File: src/rtl/controller_sequencer_if.sv
// Control bundle between the SAP sequencer and the registers, PC, RAM and ALU it steers.
// The master side is the sequencer: it reads the IR opcode and drives the T-state ring and every enable.
interface controller_sequencer_if #(
    parameter int NUM_T    = 6,
    parameter int OP_WIDTH = 4
);
    logic [OP_WIDTH-1:0] opcode;
    logic [NUM_T-1:0]    t_state;
    logic                pc_inc;
    logic                low_pc_o_en;
    logic                low_mar_i_en;
    logic                low_ram_o_en;
    logic                low_ir_i_en;
    logic                low_ir_o_en;
    logic                low_a_i_en;
    logic                low_a_o_en;
    logic                low_b_i_en;
    logic                low_alu_o_en;
    logic                alu_sub;
    logic                low_out_i_en;
    logic                halt;

    modport master (
        input  opcode,
        output t_state, pc_inc, low_pc_o_en, low_mar_i_en, low_ram_o_en, low_ir_i_en,
               low_ir_o_en, low_a_i_en, low_a_o_en, low_b_i_en, low_alu_o_en, alu_sub,
               low_out_i_en, halt
    );

    modport slave (
        output opcode,
        input  t_state, pc_inc, low_pc_o_en, low_mar_i_en, low_ram_o_en, low_ir_i_en,
               low_ir_o_en, low_a_i_en, low_a_o_en, low_b_i_en, low_alu_o_en, alu_sub,
               low_out_i_en, halt
    );
endinterface

File: src/rtl/controller_sequencer.sv
// SAP controller/sequencer: one-hot T1..T6 ring plus opcode decode into bus load/output enables.
// Define CYCLE_SKIP_EN to return to T1 right after an instruction's last active T-state.
module controller_sequencer #(
    parameter int NUM_T    = 6,
    parameter int OP_WIDTH = 4
) (
    input  logic                   clk,
    input  logic                   sync_reset,
    controller_sequencer_if.master bus
);

    localparam logic [OP_WIDTH-1:0] OP_LDA = OP_WIDTH'(4'b0000);
    localparam logic [OP_WIDTH-1:0] OP_ADD = OP_WIDTH'(4'b0001);
    localparam logic [OP_WIDTH-1:0] OP_SUB = OP_WIDTH'(4'b0010);
    localparam logic [OP_WIDTH-1:0] OP_OUT = OP_WIDTH'(4'b1110);
    localparam logic [OP_WIDTH-1:0] OP_HLT = OP_WIDTH'(4'b1111);

    localparam int T1 = 0;
    localparam int T2 = 1;
    localparam int T3 = 2;
    localparam int T4 = 3;
    localparam int T5 = 4;
    localparam int T6 = 5;

    localparam logic [NUM_T-1:0] RING_T1 = NUM_T'(1);

    logic [NUM_T-1:0] t_q;
    logic [NUM_T-1:0] t_next;
    logic             halt_q;

    // Active-high internal enables; inverted onto the active-low bus controls at the end.
    logic pc_inc_c;
    logic pc_o_c;
    logic mar_i_c;
    logic ram_o_c;
    logic ir_i_c;
    logic ir_o_c;
    logic a_i_c;
    logic a_o_c;
    logic b_i_c;
    logic alu_o_c;
    logic alu_sub_c;
    logic out_i_c;

    logic is_add_sub;

    assign is_add_sub = (bus.opcode == OP_ADD) || (bus.opcode == OP_SUB);

    // Next ring position: plain rotate, optionally short-circuited back to T1.
    always_comb begin
        t_next = {t_q[NUM_T-2:0], t_q[NUM_T-1]};
`ifdef CYCLE_SKIP_EN
        if (t_q[T5] && (bus.opcode == OP_LDA)) begin
            t_next = RING_T1;
        end
        if (t_q[T4] && !(bus.opcode inside {OP_LDA, OP_ADD, OP_SUB, OP_HLT})) begin
            t_next = RING_T1;
        end
`endif
    end

    // NOTE: state registers use non-blocking assignments so every flop samples pre-edge values.
    always_ff @(posedge clk) begin
        if (sync_reset) begin
            t_q    <= RING_T1;
            halt_q <= 1'b0;
        end else if (!halt_q) begin
            if (t_q[T4] && (bus.opcode == OP_HLT)) begin
                halt_q <= 1'b1;
            end
            t_q <= t_next;
        end
    end

    // NOTE: every enable gets a default before the decode, so no path leaves one unassigned (no latch).
    always_comb begin
        pc_inc_c  = 1'b0;
        pc_o_c    = 1'b0;
        mar_i_c   = 1'b0;
        ram_o_c   = 1'b0;
        ir_i_c    = 1'b0;
        ir_o_c    = 1'b0;
        a_i_c     = 1'b0;
        a_o_c     = 1'b0;
        b_i_c     = 1'b0;
        alu_o_c   = 1'b0;
        alu_sub_c = 1'b0;
        out_i_c   = 1'b0;

        if (!sync_reset && !halt_q) begin
            if (t_q[T1]) begin
                pc_o_c  = 1'b1;
                mar_i_c = 1'b1;
            end
            if (t_q[T2]) begin
                pc_inc_c = 1'b1;
            end
            if (t_q[T3]) begin
                ram_o_c = 1'b1;
                ir_i_c  = 1'b1;
            end
            if (t_q[T4]) begin
                if ((bus.opcode == OP_LDA) || is_add_sub) begin
                    ir_o_c  = 1'b1;
                    mar_i_c = 1'b1;
                end else if (bus.opcode == OP_OUT) begin
                    a_o_c   = 1'b1;
                    out_i_c = 1'b1;
                end
            end
            if (t_q[T5]) begin
                if (bus.opcode == OP_LDA) begin
                    ram_o_c = 1'b1;
                    a_i_c   = 1'b1;
                end else if (is_add_sub) begin
                    ram_o_c = 1'b1;
                    b_i_c   = 1'b1;
                end
            end
            if (t_q[T6] && is_add_sub) begin
                alu_o_c = 1'b1;
                a_i_c   = 1'b1;
            end
            // Subtract select is held across the whole execute phase so the ALU output is stable by T6.
            if ((bus.opcode == OP_SUB) && (t_q[T4] || t_q[T5] || t_q[T6])) begin
                alu_sub_c = 1'b1;
            end
        end
    end

    assign bus.t_state      = t_q;
    assign bus.halt         = halt_q;
    assign bus.pc_inc       = pc_inc_c;
    assign bus.alu_sub      = alu_sub_c;
    assign bus.low_pc_o_en  = ~pc_o_c;
    assign bus.low_mar_i_en = ~mar_i_c;
    assign bus.low_ram_o_en = ~ram_o_c;
    assign bus.low_ir_i_en  = ~ir_i_c;
    assign bus.low_ir_o_en  = ~ir_o_c;
    assign bus.low_a_i_en   = ~a_i_c;
    assign bus.low_a_o_en   = ~a_o_c;
    assign bus.low_b_i_en   = ~b_i_c;
    assign bus.low_alu_o_en = ~alu_o_c;
    assign bus.low_out_i_en = ~out_i_c;

endmodule

File: src/flat_wrapper.sv
// flat-port wrapper written by rule: the top's interface ports become plain ports
module controller_sequencer_flat 
#(
    parameter int NUM_T    = 6,
    parameter int OP_WIDTH = 4
)
  (clk, sync_reset, bus_opcode, bus_t_state, bus_pc_inc, bus_low_pc_o_en, bus_low_mar_i_en, bus_low_ram_o_en, bus_low_ir_i_en, bus_low_ir_o_en, bus_low_a_i_en, bus_low_a_o_en, bus_low_b_i_en, bus_low_alu_o_en, bus_alu_sub, bus_low_out_i_en, bus_halt);
  controller_sequencer_if #(.NUM_T(NUM_T), .OP_WIDTH(OP_WIDTH)) bus_i ();
  input  logic clk;
  input  logic sync_reset;
  input wire logic [$bits(bus_i.opcode)-1:0] bus_opcode;
  output wire logic [$bits(bus_i.t_state)-1:0] bus_t_state;
  output wire logic [$bits(bus_i.pc_inc)-1:0] bus_pc_inc;
  output wire logic [$bits(bus_i.low_pc_o_en)-1:0] bus_low_pc_o_en;
  output wire logic [$bits(bus_i.low_mar_i_en)-1:0] bus_low_mar_i_en;
  output wire logic [$bits(bus_i.low_ram_o_en)-1:0] bus_low_ram_o_en;
  output wire logic [$bits(bus_i.low_ir_i_en)-1:0] bus_low_ir_i_en;
  output wire logic [$bits(bus_i.low_ir_o_en)-1:0] bus_low_ir_o_en;
  output wire logic [$bits(bus_i.low_a_i_en)-1:0] bus_low_a_i_en;
  output wire logic [$bits(bus_i.low_a_o_en)-1:0] bus_low_a_o_en;
  output wire logic [$bits(bus_i.low_b_i_en)-1:0] bus_low_b_i_en;
  output wire logic [$bits(bus_i.low_alu_o_en)-1:0] bus_low_alu_o_en;
  output wire logic [$bits(bus_i.alu_sub)-1:0] bus_alu_sub;
  output wire logic [$bits(bus_i.low_out_i_en)-1:0] bus_low_out_i_en;
  output wire logic [$bits(bus_i.halt)-1:0] bus_halt;
  assign bus_i.opcode = bus_opcode;
  assign bus_t_state = bus_i.t_state;
  assign bus_pc_inc = bus_i.pc_inc;
  assign bus_low_pc_o_en = bus_i.low_pc_o_en;
  assign bus_low_mar_i_en = bus_i.low_mar_i_en;
  assign bus_low_ram_o_en = bus_i.low_ram_o_en;
  assign bus_low_ir_i_en = bus_i.low_ir_i_en;
  assign bus_low_ir_o_en = bus_i.low_ir_o_en;
  assign bus_low_a_i_en = bus_i.low_a_i_en;
  assign bus_low_a_o_en = bus_i.low_a_o_en;
  assign bus_low_b_i_en = bus_i.low_b_i_en;
  assign bus_low_alu_o_en = bus_i.low_alu_o_en;
  assign bus_alu_sub = bus_i.alu_sub;
  assign bus_low_out_i_en = bus_i.low_out_i_en;
  assign bus_halt = bus_i.halt;
  controller_sequencer #(.NUM_T(NUM_T), .OP_WIDTH(OP_WIDTH)) u_core (.clk(clk), .sync_reset(sync_reset), .bus(bus_i));
endmodule
File: config.mk
export PLATFORM = sky130hd
export DESIGN_NAME = controller_sequencer_flat
export DESIGN_NICKNAME = d
export VERILOG_FILES = /design/src/rtl/controller_sequencer_if.sv /design/src/rtl/controller_sequencer.sv /design/src/flat_wrapper.sv
export SDC_FILE = /design/constraint.sdc
export NUM_CORES = 1
export LEC_CHECK = 0
export ABC_CLOCK_PERIOD_IN_PS = 2050
export CAP_MARGIN = 10
export CORE_AREA = 4 4 41 43
export CTS_BUF_LIST = sky130_fd_sc_hd__clkbuf_8
export CTS_CLUSTER_SIZE = 40
export DETAILED_ROUTE_END_ITERATION = 10
export DIE_AREA = 0 0 45 47
export PLACE_DENSITY = 0.74
export SKIP_LAST_GASP = 1
export SLEW_MARGIN = 10
export SYNTH_ARGS = -nofsm -noshare
export SYNTH_HDL_FRONTEND = slang
export SYNTH_SLANG_ARGS = --single-unit
File: constraint.sdc
create_clock -name clk -period 2.05 [get_ports clk]
set_input_delay 0.41 -clock clk [delete_from_list [all_inputs] [get_ports clk]]
set_output_delay 0.41 -clock clk [all_outputs]
set_load 0.05 [all_outputs]
# After elaboration in Yosys (flattened, before gate mapping)
# Cells that the tools add are included.
[totals]
latch_bits = 0
rom_bits = 0
regBits = 7
mem_bits_rw = 0
output_inout_bits = 19
mem_count = 0
[op_classes]
shifts = 0
eq_ne = 4
add_sub_neg = 0
bitwise = 9
n_mul = 0
mux = 34
n_lt_le_gt_ge = 0
n_reduce_logical = 11
div = 0
[ops]
columns = ["cell", "count"]
rows = [
  ["$mux W1", 34],
  ["$not A1 Y1", 9],
  ["$eq A4 B4 Y1 const B", 2],
  ["$eq A4 B1 Y1 const B", 1],
  ["$eq A4 B2 Y1 const B", 1],
  ["$logic_and A1 B1 Y1", 4],
  ["$logic_not A4 Y1", 1],
  ["$logic_or A1 B1 Y1", 4],
  ["$logic_not A1 Y1", 2],
]

# Depth between registers and ports, before layout
# Gate-level depths: netlist (run 1).
[depth]
word_depth = 7
depth_mapped = 4
mapped_depth_nobuf = 3

# Worst setup path before layout (run 1)
# OpenSTA, ideal clock, no wires.
[synth_path]
path_kind = "reg-to-output"
from = "register u_core.halt_q, in the netlist u_core.bus.halt"
to = "output bus_alu_sub"
arrival_time_ns = 2.205
required_ns = 1.640
path_buffers = 1
stages_incl_launch_ff = 4
slack_ns = -0.565
path_cell_list = "dfxtp_1 buf_6 or4_4 nor4b_2"
[synth_between]
elab_chain_len = 3
[synth_rtl]
columns = ["item", "line", "text"]
rows = [
  ["start: declaration", "controller_sequencer.sv:29", "logic halt_q;"],
  ["start signal: assignment", "controller_sequencer.sv:66", "halt_q <= 1'b0;"],
  ["start signal: assignment", "controller_sequencer.sv:69", "halt_q <= 1'b1;"],
  ["$logic_not A1 Y1", "--", ""],
  ["$logic_and A1 B1 Y1", "controller_sequencer.sv:90", "if (!sync_reset && !halt_q) begin"],
  ["$mux W1", "controller_sequencer.sv:90", ""],
  ["end: declaration", "flat_wrapper.sv:23", "output wire logic [$bits(bus_i.alu_sub)-1:0] bus_alu_sub;"],
]
# No other way between the ends.

# Worst setup path in the final report (run 1)
[layout_path]
from = "input sync_reset"
to = "output bus_alu_sub"
[layout_between]
elab_chain_len = 3
[layout_rtl]
columns = ["item", "line", "text"]
rows = [
  ["start: declaration", "flat_wrapper.sv:10", "input logic sync_reset;"],
  ["$logic_not A1 Y1", "controller_sequencer.sv:90", ""],
  ["$logic_and A1 B1 Y1", "controller_sequencer.sv:90", ""],
  ["$mux W1", "controller_sequencer.sv:90", ""],
]
# No other way between the ends.

==> out/qor.txt, run 1 <==
Setup WS pre-CTS -> -0.303 ns
minimum clock period after layout -> 2.06 ns
status -> finished with violations
Final nets -> 88
total CTS buffers -> 3
Psw -> 124 µW
Least-Margin Pin Slew -> 0.504 ns
Fin. Hold Viols -> 0
Int Power -> 310 µW
global-route wire length before repair -> 1.95 mm
Pwr Density -> 576 mW/mm²
sequential share of power -> 0.335
Comb pwr share -> 0.226
Worst setup EP type -> primary output
MaxCap Viol Count -> 0
Finished Layout Cells -> 96
most frequent cells in the layout -> buf_4 (21), nor2_1 (8), nand2_1 (6), dfxtp_1 (6)
dpl cell area -> 713 µm²
failing checks -> setup timing
number of routed nets with antenna violations -> 0
Clock power frac -> 0.439
period utilization -> 1.00
initial antenna violation count -> 0
Fin Setup TNS -> -0.00742 ns
Die ar. -> 0.00212 mm²
synthesized area -> 402 µm²
Clock Sinks -> 7
cts hold-fix bufs -> 0
Starting Density -> 0.309
routed via count -> 471
Clock Tree Root -> clkbuf_8
#FFs+latches synth -> 7
Slowest Stage Delay on Critical Path -> 0.45 ns
CP max-delay cell -> or4_4
synthesized area per cell -> 8.55 µm²
Rel. slew slack -> 0.663
Clock transition at path regs -> 0.04 ns
top cell type's share of synthesized area -> 0.349
post-DP HPWL -> 896 µm
startpoint types -> primary input
ant diodes -> 0
commonest non-fill, non-tap cell in the layout -> buf_4
Die X -> 45 µm
Syn Nets -> 53
Hold Path Class -> flip-flop to flip-flop
leak pwr -> 0.341 nW
unrepaired setup endpoints after global routing -> yes
share of the yosys chip area belonging to registers -> 0.349
synth unique cells -> 22
DR WL/cell -> 12.6 µm
wirelength, routed -> 1.21 mm
fraction of layout cells with a size suffix above 1 -> 0.383
DRC viols -> 0
Arr. time, crit path -> 1.65 ns
setup ws final -> -0.00742 ns
max-slew violations -> 0
gp weighted congestion -> 0.736
Skew-Pair Late Insertion Delay -> 0.23 ns
peak supply drop -> 0.407 mV
largest net degree at the start of global routing -> 10
CP cell instances -> dlygate4sd2_1 -> or4_4 -> nor4b_4 -> buf_12
worst setup path category -> primary input to primary output
PortBufs -> 24
post-route cell area -> 753 µm²
Remaining Overflow, GRT -> 0
Initial DRC Count -> 8
Vias/cell -> 4.91
IO Pins -> 25
Critical Path Fanout Max -> 3
Placed Instances -> 92
Post-Syn Instances -> 47
Fin Hold WS -> 0.546 ns
Post-CTS Setup Bufs -> 0
Switching Share -> 0.286
TritonCTS clock tree -> done
number of global-route vias before repair -> 449
final setup vio count -> 1
Worst Path Required -> 1.64 ns
Ys Warns -> 0
area grow syn2layout -> 87.5%
synth top area cells -> dfxtp_1 (35%), mux2i_1 (12%), nor2_1 (7.5%)
core footprint -> 0.00130 mm²
largest area contributor in the netlist -> dfxtp_1
# fillers -> 124
DR pass1 iterations -> 4
Clock Path Buffers -> 2
skew final -> 0.00256 ns
top achievable clock speed -> 0.486 GHz
die height -> 47 µm
# rows -> 13
Global Route Usage Sum -> 0.132
H-tree levels -> 1
## layout make-up
class                           count  area (µm²)  share of cell area
Clock buffer                        3        41.3              0.0548
Clock inverter                      1        3.75             0.00498
Timing Repair Buffer               33         293               0.389
Sequential cell                     7         144               0.191
Multi-Input combinational cell     37         253               0.336
Tap cell                           15        18.8              0.0249
## worst max-delay path: cells and delay by family
kind,cells,cell delay (ns)
simple gates,2,0.80
buf+inv,2,0.44
## power by group through the flow
stage          clock [mW]  sequential [mW]  combinational, mW
2_1_floorplan           0            0.162             0.0382
3_3_place_gp            0            0.147              0.100
3_5_place_dp            0            0.147              0.101
4_1_cts             0.199            0.145             0.0994
5_1_grt             0.208            0.146              0.104
6_report            0.191            0.145             0.0979
## worst paths after layout
| check | slack [ns] | to | cells after the start | start |
|---|---|---|---|---|
| worst max-delay path | -0.007 | bus_alu_sub | 4 | sync_reset |
| worst min-delay path | 0.55 | u_core.bus.t_state[2] | 2 | u_core.bus.t_state[1] |
| worst max register to register | 1.11 | u_core.bus.halt | 4 | u_core.bus.t_state[3] |
| worst min register to register | 0.55 | u_core.bus.t_state[2] | 2 | u_core.bus.t_state[1] |
## registers in the layout, summed over array words and instances (netlist names)
register / flops
u_core.bus.halt: 1
u_core.bus.t_state: 6
## through the flow
stage                     utilization  total power [mW]
after floorplan                     -             0.201
after global placement          0.548             0.248
after detailed placement        0.548             0.249
after CTS                       0.581             0.444
after global routing            0.579             0.458
final                           0.579             0.434
## Yosys cell counts, drive strengths merged
library cell,count
nor2,8
or4,1
buf,2
nor4b,1
a22oi,1
a211oi,1
xor2,1
nor3,1
dfxtp,7
nor2b,2
and4b,1
a211o,1
or2,1
and3,1
a21o,2
nand3,2
a31oi,1
mux2i,5
clkbuf,1
and2,1
nand2,6
## repair_timing
item | in CTS | in global routing
setup endpoints to repair | 6 | 6
resized for setup | 6 | 2
pin swaps | 2 | 2
## logic make-up after synthesis
group                  after synthesis  share of synthesized area
AO/OA/AOI/OAI                        6                      0.112
XOR/XNOR                             1                     0.0218
buffers and inverters                3                     0.0561
flip-flops                           7                      0.349
multiplexers                         5                      0.125
AND/OR/NAND/NOR                     25                      0.336
## layer usage
metal / vias up / GRT usage / wire length, µm
met1: 220 / 0.155 / 519
met5: - / 0 / 0
li1: 231 / - / -
met3: 2 / 0.0460 / 97
met2: 18 / 0.203 / 581
met4: 0 / 0.0877 / 8
No activity file was read; power rests on OpenSTA's default activity.
==> inputs of run 2 (changes only) <==
--- a/config.mk
+++ b/config.mk
@@ -6,10 +6,10 @@
 export NUM_CORES = 1
 export LEC_CHECK = 0
 export ABC_CLOCK_PERIOD_IN_PS = 2050
-export CAP_MARGIN = 10
+export CAP_MARGIN = 20
 export CORE_AREA = 4 4 41 43
 export CTS_BUF_LIST = sky130_fd_sc_hd__clkbuf_8
-export CTS_CLUSTER_SIZE = 40
+export CTS_CLUSTER_SIZE = 24
 export DETAILED_ROUTE_END_ITERATION = 10
 export DIE_AREA = 0 0 45 47
 export PLACE_DENSITY = 0.74
==> results of run 2 <==
The final DEF is identical to that of run 1; final timing and power are the same.
==> inputs of run 3 (changes only) <==
--- a/config.mk
+++ b/config.mk
@@ -5,7 +5,6 @@
 export SDC_FILE = /design/constraint.sdc
 export NUM_CORES = 1
 export LEC_CHECK = 0
-export ABC_CLOCK_PERIOD_IN_PS = 2050
 export CAP_MARGIN = 20
 export CORE_AREA = 4 4 41 43
 export CTS_BUF_LIST = sky130_fd_sc_hd__clkbuf_8
==> results of run 3 <==
The final DEF is identical to that of run 1; final timing and power are the same.
